--- src/rtl/button_sync_multi.sv ---
// Multi-channel push-button front end: flop synchroniser, counter debouncer
// and per-channel FSM producing level, press/release and auto-repeat pulses.
module button_sync_multi #(
  parameter int N               = 4,
  parameter int SYNC_STAGES     = 2,
  parameter int DEBOUNCE_CYCLES = 4,
  parameter int REPEAT_DELAY    = 10,
  parameter int REPEAT_RATE     = 5
) (
  input  logic         Clk,
  input  logic         Reset,
  input  logic [N-1:0] Bi,
  input  logic         RepeatEn,
  output logic [N-1:0] Level,
  output logic [N-1:0] Press,
  output logic [N-1:0] Release,
  output logic         AnyPress
);

  localparam int DW   = $clog2(DEBOUNCE_CYCLES) + 1;
  localparam int RMAX = (REPEAT_DELAY > REPEAT_RATE) ?
                        REPEAT_DELAY : REPEAT_RATE;
  localparam int RW   = $clog2(RMAX) + 1;

  localparam logic [1:0] IDLE       = 2'd0;
  localparam logic [1:0] PRESS_WAIT = 2'd1;
  localparam logic [1:0] HELD       = 2'd2;
  localparam logic [1:0] REL_WAIT   = 2'd3;

  localparam logic [DW-1:0] DONE  = DW'(1);
  localparam logic [DW-1:0] DLAST = DW'(DEBOUNCE_CYCLES - 1);
  localparam logic [RW-1:0] RDLY  = RW'(REPEAT_DELAY - 1);
  localparam logic [RW-1:0] RRATE = RW'(REPEAT_RATE - 1);

  logic [SYNC_STAGES-1:0][N-1:0] sync;
  logic [N-1:0]                  bs;

  always_ff @(posedge Clk) begin
    if (Reset) sync <= '0;
    else       sync <= {sync[SYNC_STAGES-2:0], Bi};
  end

  assign bs = sync[SYNC_STAGES-1];

  for (genvar i = 0; i < N; i++) begin : g_ch
    logic [1:0]    st;
    logic [DW-1:0] dcnt;
    logic [RW-1:0] rcnt;
    logic          rep;
    logic          lvl;
    logic          prs;
    logic          rls;

    always_ff @(posedge Clk) begin
      if (Reset) begin
        st   <= IDLE;
        dcnt <= '0;
        rcnt <= '0;
        rep  <= 1'b0;
        lvl  <= 1'b0;
        prs  <= 1'b0;
        rls  <= 1'b0;
      end else begin
        prs <= 1'b0;
        rls <= 1'b0;
        unique case (st)
          IDLE: begin
            rcnt <= '0;
            rep  <= 1'b0;
            if (bs[i]) begin
              st   <= PRESS_WAIT;
              dcnt <= DONE;
            end
          end
          PRESS_WAIT: begin
            if (!bs[i]) begin
              st   <= IDLE;
              dcnt <= '0;
            end else if (dcnt == DLAST) begin
              st   <= HELD;
              dcnt <= '0;
              rcnt <= '0;
              rep  <= 1'b0;
              lvl  <= 1'b1;
              prs  <= 1'b1;
            end else begin
              dcnt <= dcnt + DONE;
            end
          end
          HELD: begin
            // rep selects the long first interval or the shorter rate
            if (!bs[i]) begin
              st   <= REL_WAIT;
              dcnt <= DONE;
            end else if (!RepeatEn) begin
              rcnt <= '0;
              rep  <= 1'b0;
            end else if (rcnt == (rep ? RRATE : RDLY)) begin
              rcnt <= '0;
              rep  <= 1'b1;
              prs  <= 1'b1;
            end else begin
              rcnt <= rcnt + RW'(1);
            end
          end
          REL_WAIT: begin
            if (bs[i]) begin
              st   <= HELD;
              dcnt <= '0;
              rcnt <= '0;
              rep  <= 1'b0;
            end else if (dcnt == DLAST) begin
              st   <= IDLE;
              dcnt <= '0;
              lvl  <= 1'b0;
              rls  <= 1'b1;
            end else begin
              dcnt <= dcnt + DONE;
            end
          end
          default: begin
            st   <= IDLE;
            dcnt <= '0;
            rcnt <= '0;
            rep  <= 1'b0;
            lvl  <= 1'b0;
          end
        endcase
      end
    end

    assign Level[i]   = lvl;
    assign Press[i]   = prs;
    assign Release[i] = rls;
  end

  assign AnyPress = |Press;

endmodule

--- config.mk ---
export PLATFORM = sky130hd
export DESIGN_NAME = button_sync_multi
export DESIGN_NICKNAME = d
export VERILOG_FILES = /design/src/rtl/button_sync_multi.sv
export SDC_FILE = /design/constraint.sdc
export NUM_CORES = 1
export LEC_CHECK = 0
export BUFFER_PORTS_ARGS = -buffer_cell sky130_fd_sc_hd__buf_2
export CORE_ASPECT_RATIO = 1.5
export CORE_MARGIN = 2
export CORE_UTILIZATION = 55
export DETAILED_ROUTE_END_ITERATION = 10
export GPL_TIMING_DRIVEN = 1
export MAX_ROUTING_LAYER = met4
export PLACE_DENSITY = 0.76
export SYNTH_ARGS = -nofsm -noshare
export SYNTH_HDL_FRONTEND = slang
export SYNTH_SLANG_ARGS = --single-unit
--- constraint.sdc ---
create_clock -name Clk -period 1.65 [get_ports Clk]
set_clock_uncertainty 0.1 [all_clocks]
set_input_delay 0.165 -clock Clk [delete_from_list [all_inputs] [get_ports Clk]]
set_output_delay 0.165 -clock Clk [all_outputs]
set_load 0.01 [all_outputs]
==> results of run 1 <==
==> what timing repair did <==
item,CTS,global route
hold buffers,4,0
setup endpoints to repair,24,42
buffers inserted,2,12
hold endpoints to repair,4,0
resized for setup,17,76
pin swaps,2,18
==> power groups by stage <==
stage	logic (mW)	registers (mW)	clock network [mW]
floorplan	0.463	1.68	0
global placement	0.672	1.70	0
detailed placement	0.689	1.70	0
CTS	0.743	1.67	1.34
global route	1.00	1.70	1.42
finish	0.926	1.69	1.35
==> layout by cell type, fill, tap and decap left out, types with 10 or more instances in the layout <==
master    count
inv_1        11
nor3_1       16
a21oi_1      19
o21ai_0      20
buf_2        19
nor2b_1      11
clkbuf_8     10
nor2_1       26
nand2_1      18
buf_4        57
dfxtp_1      53
==> worst min-delay path: stages <==
cell and delay, ns:
buf_2 0.16, nand2_1 0.13, a221oi_2 0.07
==> worst paths after layout <==
path,start,endpoint,cells after the start
max,register,g_ch[2].dcnt[0]$_SDFFE_PP0P_,9
min reg2reg,sync[3]$_SDFF_PP0_,bs[3]$_SDFF_PP0_,1
max reg2reg,register,g_ch[2].dcnt[0]$_SDFFE_PP0P_,9
min,RepeatEn,g_ch[3].rep$_SDFFE_PP0P_,3
==> cell families (layout without fill, tap and decap cells) <==
group,Yosys count,after routing
AOI/OAI and AO/OA,111,111
xor gates and xnor gates,4,4
adders and majority gates,24,24
buffers and inverters,43,119
DFF,64,64
muxes,13,13
and+or+nand+nor,133,133
==> registers in the layout (all words and copies together) (netlist names), named ones only <==
| register | cells |
|---|---|
| g_ch.rcnt | 20 |
| g_ch.lvl | 4 |
| sync | 4 |
| g_ch.rls | 4 |
| g_ch.prs | 4 |
| g_ch.dcnt | 12 |
| g_ch.st | 4 |
| g_ch.rep | 4 |
| bs | 4 |
==> through the flow <==
step	utilization	setup TNS, ns	total power, mW	cells	setup slack (ns)
2_1_floorplan	-	0	2.15	392	0.00659
3_3_place_gp	0.635	-0.228	2.37	509	-0.0497
3_5_place_dp	0.635	-0.830	2.39	509	-0.103
4_1_cts	0.683	0	3.76	530	0.00216
5_1_grt	0.748	-1.06	4.12	542	-0.105
6_report	0.748	-0.255	3.97	542	-0.0613
==> per-layer routing <==
layer | vias to the layer above | track usage | share of wire | wire, µm
met2 | 71 | 0.438 | 0.54 | 4960
met5 | - | - | 0 | 0
met1 | 1560 | 0.252 | 0.41 | 3770
li1 | 1569 | - | - | -
met4 | 0 | 0.106 | 0.025 | 235
met3 | 25 | 0.0473 | 0.030 | 274
==> layout make-up <==
type	instances	area (µm²)	area share
clock buffer	11	141	0.0306
clock inverter	4	45.0	0.00975
inverter	20	77.6	0.0168
multi-input combinational	285	2350	0.509
sequential	64	1310	0.283
tap	74	92.6	0.0200
timing repair buffer	84	608	0.132
==> results.yml, run 1 <==
logic_synthesis:
  synth-xor-area-share: 0.00994
  synth.area.mux_share: 0.0440
  synth-adder-area-share: 0.0852
  synth_nets: 423
  ys_types: 56
  ys.flop_type: "dfxtp_1"
  yosys.area_share.simple: 0.220
  postSynthCellCount: 392
  synth_top_family_by_area: "simple AND/OR/NAND/NOR gates"
  synth.largest_area_cell: "dfxtp_1"
  yosysMostFrequentCell: "dfxtp_1"
  synth_seq_cells: 64
  synth_seq_area_share: 0.364
  synth_compound_area_frac: 0.215
  synth-edff-count: 0
  synth_area_leaders: "dfxtp_1 (36%), ha_1 (8.5%), o21ai_0 (3.4%)"
  async_flop_share: 0
  synth_common_cells: "dfxtp_1 (64), nor2_1 (32), ha_1 (24), o21ai_0 (24), a21oi_1 (23)"
  netlist_area_um2: 3520
  yosysTopAreaCellShare: 0.364
  avgSynthCellArea_um2: 8.99
  yosys_warnings: 0
drt:
  remaining_drc_errors: 0
  wl_per_cell_um: 17.0
  routed_wl_um: 9240
  via_per_inst: 5.95
  dr.pass1.iters: 4
  ant_nets: 0
  drt_iter0_markers: 188
  vias: 3225
worst_setup_path:
  required_ns: 1.78
  cp_data_arrival_time_ns: 1.84
  crit_chain: "inv_1 -> buf_4 -> ha_4 -> mux2i_4 -> buf_6 -> buf_4 -> nand2_1 -> a21oi_1 -> nor2_1"
  critical-path-max-stage-delay_ns: 0.37
  crit_fanout: 4
  cp_num_buf_inv: 4
  start_kind: "register"
  critPathMostFrequentCell: "buf_4"
  r2r_slack_ns: -0.06
  critPathTopFamily: "buffers and inverters"
  crit_type: "register to register"
  end_kind: "register"
  slowest_stage: "dfxtp_4"
sta:
  setup_viol: 7
  hold_viol: 0
  fin_crit_ns: 1.71
  tightest_slew_ns: 0.381
  timing.fmax_mhz: 584
  timing.slew.headroom: 0.745
  final.period_utilization: 1.04
  finalWorstSetupSlack_ns: -0.0613
  maxSlewViolCount: 0
  hold_slack_ns: 0.135
  rsz0062_at_grt: "yes"
power:
  netSwitchingPower_mw: 1.20
  p_per_area_nw_per_um2: 859
  comb_power_share: 0.233
  leakage_nw: 1.78
  p_sw_frac: 0.303
  vdd_drop_max_mv: 0.681
  p_seq_frac: 0.427
  intPower_mw: 2.77
  pwr-share-clk: 0.340
worst_hold_path:
  hp-class: "primary input to register"
global_route:
  grt_start_max_net_pins: 28
  grt_overflow: 0
  grt_pass1_vias: 3108
  gr-usage-all-layers: 0.240
  grt_pass1_wl_um: 13500
  antenna_found_initial: 0
floorplan:
  core_area_um2: 6170
  num_rows: 35
  die_area_um2: 7080
  die_y_um: 102
  start_util: 0.571
  pin_count: 20
  die-width_um: 69.4
final_layout:
  antenna-diode-count: 0
  fillers: 419
  layout-drive-gt1-share: 0.402
  area_growth_syn_to_layout_pct: 31.1
  nets: 495
  final_area_um2: 4620
run_status:
  status: "complete, but fails checks"
  violations: "setup timing"
cts:
  clk_pin_slew_ns: 0.08
  tritoncts: "built"
  clk_latency_ns: 0.35
  cts.sinks: 64
  clockBufferDepth: 2
  root_buffer: "clkbuf_8"
  h-tree-depth: 3
  cts_buffers: 9
placement:
  port_buffers: 19
  postPlaceCellArea_um2: 3920
  dp.final_hpwl_um: 5410
  gp_congestion: 0.876
job:
  maxCapViolCount: 0
Note: power is estimated with default switching activity, not from simulation.
==> run 2, diff against run 1 <==
==> config.mk (replaced) <==
export PLATFORM = sky130hd
export DESIGN_NAME = button_sync_multi
export DESIGN_NICKNAME = d
export VERILOG_FILES = /design/src/rtl/button_sync_multi.sv
export SDC_FILE = /design/constraint.sdc
export NUM_CORES = 1
export LEC_CHECK = 0
export CORE_ASPECT_RATIO = 1.5
export CORE_MARGIN = 2
export CORE_UTILIZATION = 57
export DETAILED_ROUTE_END_ITERATION = 10
export DONT_BUFFER_PORTS = 1
export GPL_TIMING_DRIVEN = 1
export MAX_ROUTING_LAYER = met4
export PLACE_DENSITY = 0.75
export SYNTH_ARGS = -nofsm -noshare
export SYNTH_HDL_FRONTEND = slang
export SYNTH_SLANG_ARGS = --single-unit
==> run 2 against run 1 <==
  * The flow still finishes with violations (setup timing)
  * Non-clock buffer count decreased by 11
  * Hold slack got worse by 0.12 ns
  * Sequential power about the same
  * Core utilization increased by 0.82 points
  * Largest cell class unchanged
==> results.yml, run 2 (synthesized netlist as in run 1, its figures left out) <==
final_layout:
  final_cell_mix: "buf_4 (64), dfxtp_1 (53), nor2_1 (25), o21ai_0 (21), a21oi_1 (19)"
  final_common_cell: "buf_4"
  nets: 484
  stdcell_count: 531
  final_area_um2: 4570
  largest-register: "g_ch.rcnt"
  antenna-diode-count: 0
  largest_reg_flops: 20
  area_growth_syn_to_layout_pct: 29.7
  layout-drive-gt1-share: 0.392
  top_regs: "g_ch.rcnt: 20 flops, g_ch.dcnt: 12 flops"
floorplan:
  die_y_um: 100
  start_util: 0.583
  die-width_um: 68.2
  die_area_um2: 6840
  num_rows: 35
  pin_count: 20
  core_area_um2: 6040
cts:
  root_buffer: "clkbuf_8"
  clk_pin_slew_ns: 0.07
  clk_latency_ns: 0.34
  tritoncts: "built"
  h-tree-depth: 3
  clockBufferDepth: 2
  cts_buffers: 9
  cts.sinks: 64
placement:
  gp_congestion: 0.890
  dp.final_hpwl_um: 5570
  postPlaceCellArea_um2: 3930
  port_buffers: 0
  placed_cells_incl_taps: 504
global_route:
  gr-usage-all-layers: 0.269
  grt_use_met1: 0.279
  grt_pass1_vias: 3251
  met2_usage: 0.465
  grt_pass1_wl_um: 13900
  grt-busiest-layer: "met2"
  grt_start_max_net_pins: 37
  grtUsageMet3: 0.0504
  grt_overflow: 0
  antenna_found_initial: 0
drt:
  ant_nets: 0
  vias: 3269
  via_per_inst: 6.16
  routed_wl_um: 9000
  drt_iter0_markers: 196
  wl_per_cell_um: 16.9
  dr.pass1.iters: 4
  remaining_drc_errors: 0
run_status:
  violations: "setup timing"
  status: "complete, but fails checks"
sta:
  final.period_utilization: 1.06
  maxSlewViolCount: 0
  timing.slew.headroom: 0.719
  hold_viol: 0
  tightest_slew_ns: 0.421
  fin_crit_ns: 1.75
  hold_slack_ns: 0.0170
  timing.fmax_mhz: 572
  rsz0062_at_grt: "yes"
  finalWorstSetupSlack_ns: -0.0990
  setup_viol: 2
job:
  maxCapViolCount: 0
worst_setup_path:
  end_kind: "register"
  critical-path-max-stage-delay_ns: 0.38
  critPathMostFrequentCell: "buf_4"
  crit_fanout: 4
  critPathTopFamily: "flip-flops"
  required_ns: 1.76
  start_kind: "register"
  cp_data_arrival_time_ns: 1.86
  slowest_stage: "dfxtp_4"
  crit_type: "register to register"
  cp_num_buf_inv: 3
  crit_chain: "inv_1 -> buf_4 -> ha_2 -> mux2i_2 -> buf_4 -> o21ai_2 -> nor3_2 -> a211oi_2"
power:
  finalPower_mw: 3.95
  vdd_drop_max_mv: 0.754
  p_per_area_nw_per_um2: 865
  leakage_nw: 1.71
worst_hold_path:
  hp-class: "primary input to register"
-- run 2: final cells by class --
type | instances | area, µm²
Multi-Input combinational cell | 285 | 2320
Sequential cell | 64 | 1300
Clock inverter | 2 | 12.5
Clock buffer | 13 | 179
Fill cell | 396 | 1470
Tap cell | 74 | 92.6
Inverter | 20 | 75.1
Timing Repair Buffer | 73 | 584
-- run 2: metal layers --
metal | vias up | wire length, µm
met5 | - | 0
met4 | 0 | 257
met3 | 26 | 380
met2 | 108 | 4880
met1 | 1586 | 3480
li1 | 1549 | -
-- run 2: repair_timing --
| item | 4_1_cts | 5_1_grt |
|---|---|---|
| hold endpoints to repair | 37 | 0 |
| pin swaps | 7 | 12 |
| resized for setup | 29 | 58 |
| endpoints found under the setup margin | 26 | 39 |
| cloned | 0 | 0 |
| hold buffers | 6 | 0 |
| buffers inserted | 3 | 3 |
-- run 2: per-stage QoR --
step / TNS, ns / utilization / setup slack [ns]
after floorplan: 0 / - / 0.00659
after global placement: -0.227 / 0.650 / -0.0459
after detailed placement: -0.945 / 0.650 / -0.141
after CTS: -0.0445 / 0.716 / -0.0205
after global routing: -0.861 / 0.756 / -0.163
final: -0.110 / 0.756 / -0.0990
-- run 2: where the power goes --
part           switching [mW]  internal, mW
registers              0.0725          1.61
logic                   0.492         0.470
clock network           0.606         0.699
-- run 2: final timing paths --
check	slack [ns]	cells after the start	startpoint	endpoint
worst max-delay path	-0.1	8	g_ch[1].st[0]$_SDFFE_PP0P_	g_ch[1].st[0]$_SDFFE_PP0P_
worst min-delay path	0.02	2	Reset	register
worst max register to register	-0.1	8	g_ch[1].st[0]$_SDFFE_PP0P_	g_ch[1].st[0]$_SDFFE_PP0P_
worst min register to register	0.34	1	sync[1]$_SDFF_PP0_	bs[1]$_SDFF_PP0_
==> run 3, diff against run 2 <==
--- a/config.mk
+++ b/config.mk
@@ -5,6 +5,7 @@
 export SDC_FILE = /design/constraint.sdc
 export NUM_CORES = 1
 export LEC_CHECK = 0
+export ABC_AREA = 1
 export CORE_ASPECT_RATIO = 1.5
 export CORE_MARGIN = 2
 export CORE_UTILIZATION = 57
==> run 3 against run 2 <==
  * Combinational power is 21% lower
  * Maximum frequency up 11%
  * Register-to-register slack better by 0.17 ns
  * Non-clock buffer count is 48 lower
  * Critical path depth stayed put
  * Cell count rose by 13%
  * The flow now finishes without violations
  * Sequential power barely moved
  * Sequential cell count unchanged
==> results.yml, run 3 <==
global_route:
  antenna_found_initial: 0
  grt_pass1_wl_um: 12300
  grt_start_max_net_pins: 32
  gr-usage-all-layers: 0.242
  grt_pass1_vias: 3065
  grt_overflow: 0
worst_setup_path:
  crit_type: "register to register"
  cp_data_arrival_time_ns: 1.76
  critical-path-max-stage-delay_ns: 0.37
  end_kind: "register"
  start_kind: "register"
  required_ns: 1.83
  cp_num_buf_inv: 3
  crit_chain: "inv_1 -> ha_1 -> inv_1 -> nand2_2 -> a21oi_4 -> buf_4 -> nand3_1 -> a21oi_1"
  slowest_stage: "dfxtp_4"
  critPathMostFrequentCell: "inv_1"
  critPathTopFamily: "flip-flops"
  crit_fanout: 6
sta:
  setup_viol: 0
  fin_crit_ns: 1.58
  setup_tns_ns: 0
  hold_viol: 0
  tightest_slew_ns: 0.337
  timing.slew.headroom: 0.774
  hold_slack_ns: 0.00999
  maxSlewViolCount: 0
  timing.fmax_mhz: 634
  finalWorstSetupSlack_ns: 0.0728
  final.period_utilization: 0.956
drt:
  ant_nets: 0
  drt_iter0_markers: 94
  met1Wirelength_um: 2930
  remaining_drc_errors: 0
  routed_wl_um: 7280
  top_layer: "met4"
  dr_wl_met3_um: 233
  wl_met2_um: 3910
  vias: 3129
  via_per_inst: 5.23
  dr.pass1.iters: 5
  wl_per_cell_um: 12.2
floorplan:
  die_area_um2: 6750
  core_area_um2: 5830
  pin_count: 20
  die-width_um: 67.8
  die_y_um: 99.6
  num_rows: 34
  start_util: 0.596
placement:
  port_buffers: 0
  gp_congestion: 0.872
  dp.final_hpwl_um: 5230
  postPlaceCellArea_um2: 3570
  dp_slack_ns: -0.0687
final_layout:
  antenna-diode-count: 0
  final_area_um2: 3990
  top_regs: "g_ch.rcnt: 20 flops, g_ch.dcnt: 12 flops"
  final_cell_mix: "nand2_1 (130), inv_1 (71), dfxtp_1 (55), nor2_1 (47), a21oi_1 (36)"
  largest-register: "g_ch.rcnt"
  area_growth_syn_to_layout_pct: 14.9
  nets: 552
  layout-drive-gt1-share: 0.160
  final_common_cell: "nand2_1"
  largest_reg_flops: 20
cts:
  clk_latency_ns: 0.34
  clk_pin_slew_ns: 0.07
  clockBufferDepth: 2
  cts_buffers: 9
  tritoncts: "built"
  cts.sinks: 64
  root_buffer: "clkbuf_8"
  h-tree-depth: 3
logic_synthesis:
  synth_common_cells: "nand2_1 (136), inv_1 (73), dfxtp_1 (64)"
  ys.flop_type: "dfxtp_1"
  synth_area_leaders: "dfxtp_1 (37%), nand2_1 (15%), ha_1 (8.6%)"
  netlist_area_um2: 3480
  ys_types: 31
  avgSynthCellArea_um2: 6.92
  synth_seq_cells: 64
  yosys_warnings: 0
  synth_seq_area_share: 0.369
  synth-edff-count: 0
  postSynthCellCount: 502
  synth_nets: 533
  yosysTopAreaCellShare: 0.369
  synth.largest_area_cell: "dfxtp_1"
  yosysMostFrequentCell: "nand2_1"
  async_flop_share: 0
power:
  finalPower_mw: 3.96
  p_per_area_nw_per_um2: 992
  vdd_drop_max_mv: 0.629
  leakage_nw: 1.68
job:
  maxCapViolCount: 0
worst_hold_path:
  hp-class: "primary input to register"
run_status:
  status: "finished clean"
[run 3: repair_timing]
action	4_1_cts	5_1_grt
gates resized for setup	5	38
cloned	0	0
pin swaps	2	8
hold buffers	7	0
buffers inserted	0	3
hold endpoints to repair	33	0
endpoints found under the setup margin	9	30
[run 3: per-stage QoR]
stage,instances,utilization
5_1_grt,598,0.685
3_3_place_gp,572,0.612
4_1_cts,595,0.666
3_5_place_dp,572,0.612
6_report,598,0.685
2_1_floorplan,502,-
[run 3: final timing paths]
path / slack [ns] / endpoint / cells past startpoint / from
setup / recovery: 0.07 / g_ch[1].rep$_SDFFE_PP0P_ / 8 / g_ch[1].st[0]$_SDFFE_PP0P_
setup reg to reg: 0.07 / g_ch[1].rep$_SDFFE_PP0P_ / 8 / g_ch[1].st[0]$_SDFFE_PP0P_
hold / removal: 0.01 / g_ch[1].rep$_SDFFE_PP0P_ / 4 / RepeatEn
hold reg to reg: 0.30 / bs[0]$_SDFF_PP0_ / 2 / sync[0]$_SDFF_PP0_
[run 3: area by class of cell]
type	count	area [µm²]
flip-flops and latches	64	1300
repair buffers	25	219
well taps	72	90.1
inverters	76	285
fillers	505	1830
clock buffers	11	141
multi-input cells	345	1880
clock inverters	5	80.1
[run 3: report_power, final]
| group | switching, mW | internal, mW |
|---|---|---|
| Clock | 0.610 | 0.889 |
| Sequential | 0.0777 | 1.63 |
| Combinational | 0.461 | 0.297 |
| Total | 1.15 | 2.81 |
[run 3: cell families (layout without fill, tap and decap cells)]
logic type,Yosys count,after routing,share of synthesized area
buffers and inverters,93,117,0.113
AND/OR/NAND/NOR,241,241,0.294
AO/OA/AOI/OAI,80,80,0.138
flip-flops,64,64,0.369
adder cells (fa/ha/maj),24,24,0.0864
[run 3: worst reg2reg max path, cell delays in order, from the launching register on]
cell     delay, ns
dfxtp_4       0.37
inv_1         0.07
ha_1          0.24
inv_1         0.09
nand2_2       0.08
a21oi_4       0.21
buf_4         0.15
nand3_1       0.06
a21oi_1       0.14
[run 3: layer usage]
layer,track usage,up-vias
met5,-,-
met3,0.0486,19
met2,0.440,50
li1,-,1616
met1,0.238,1444
met4,0.110,0
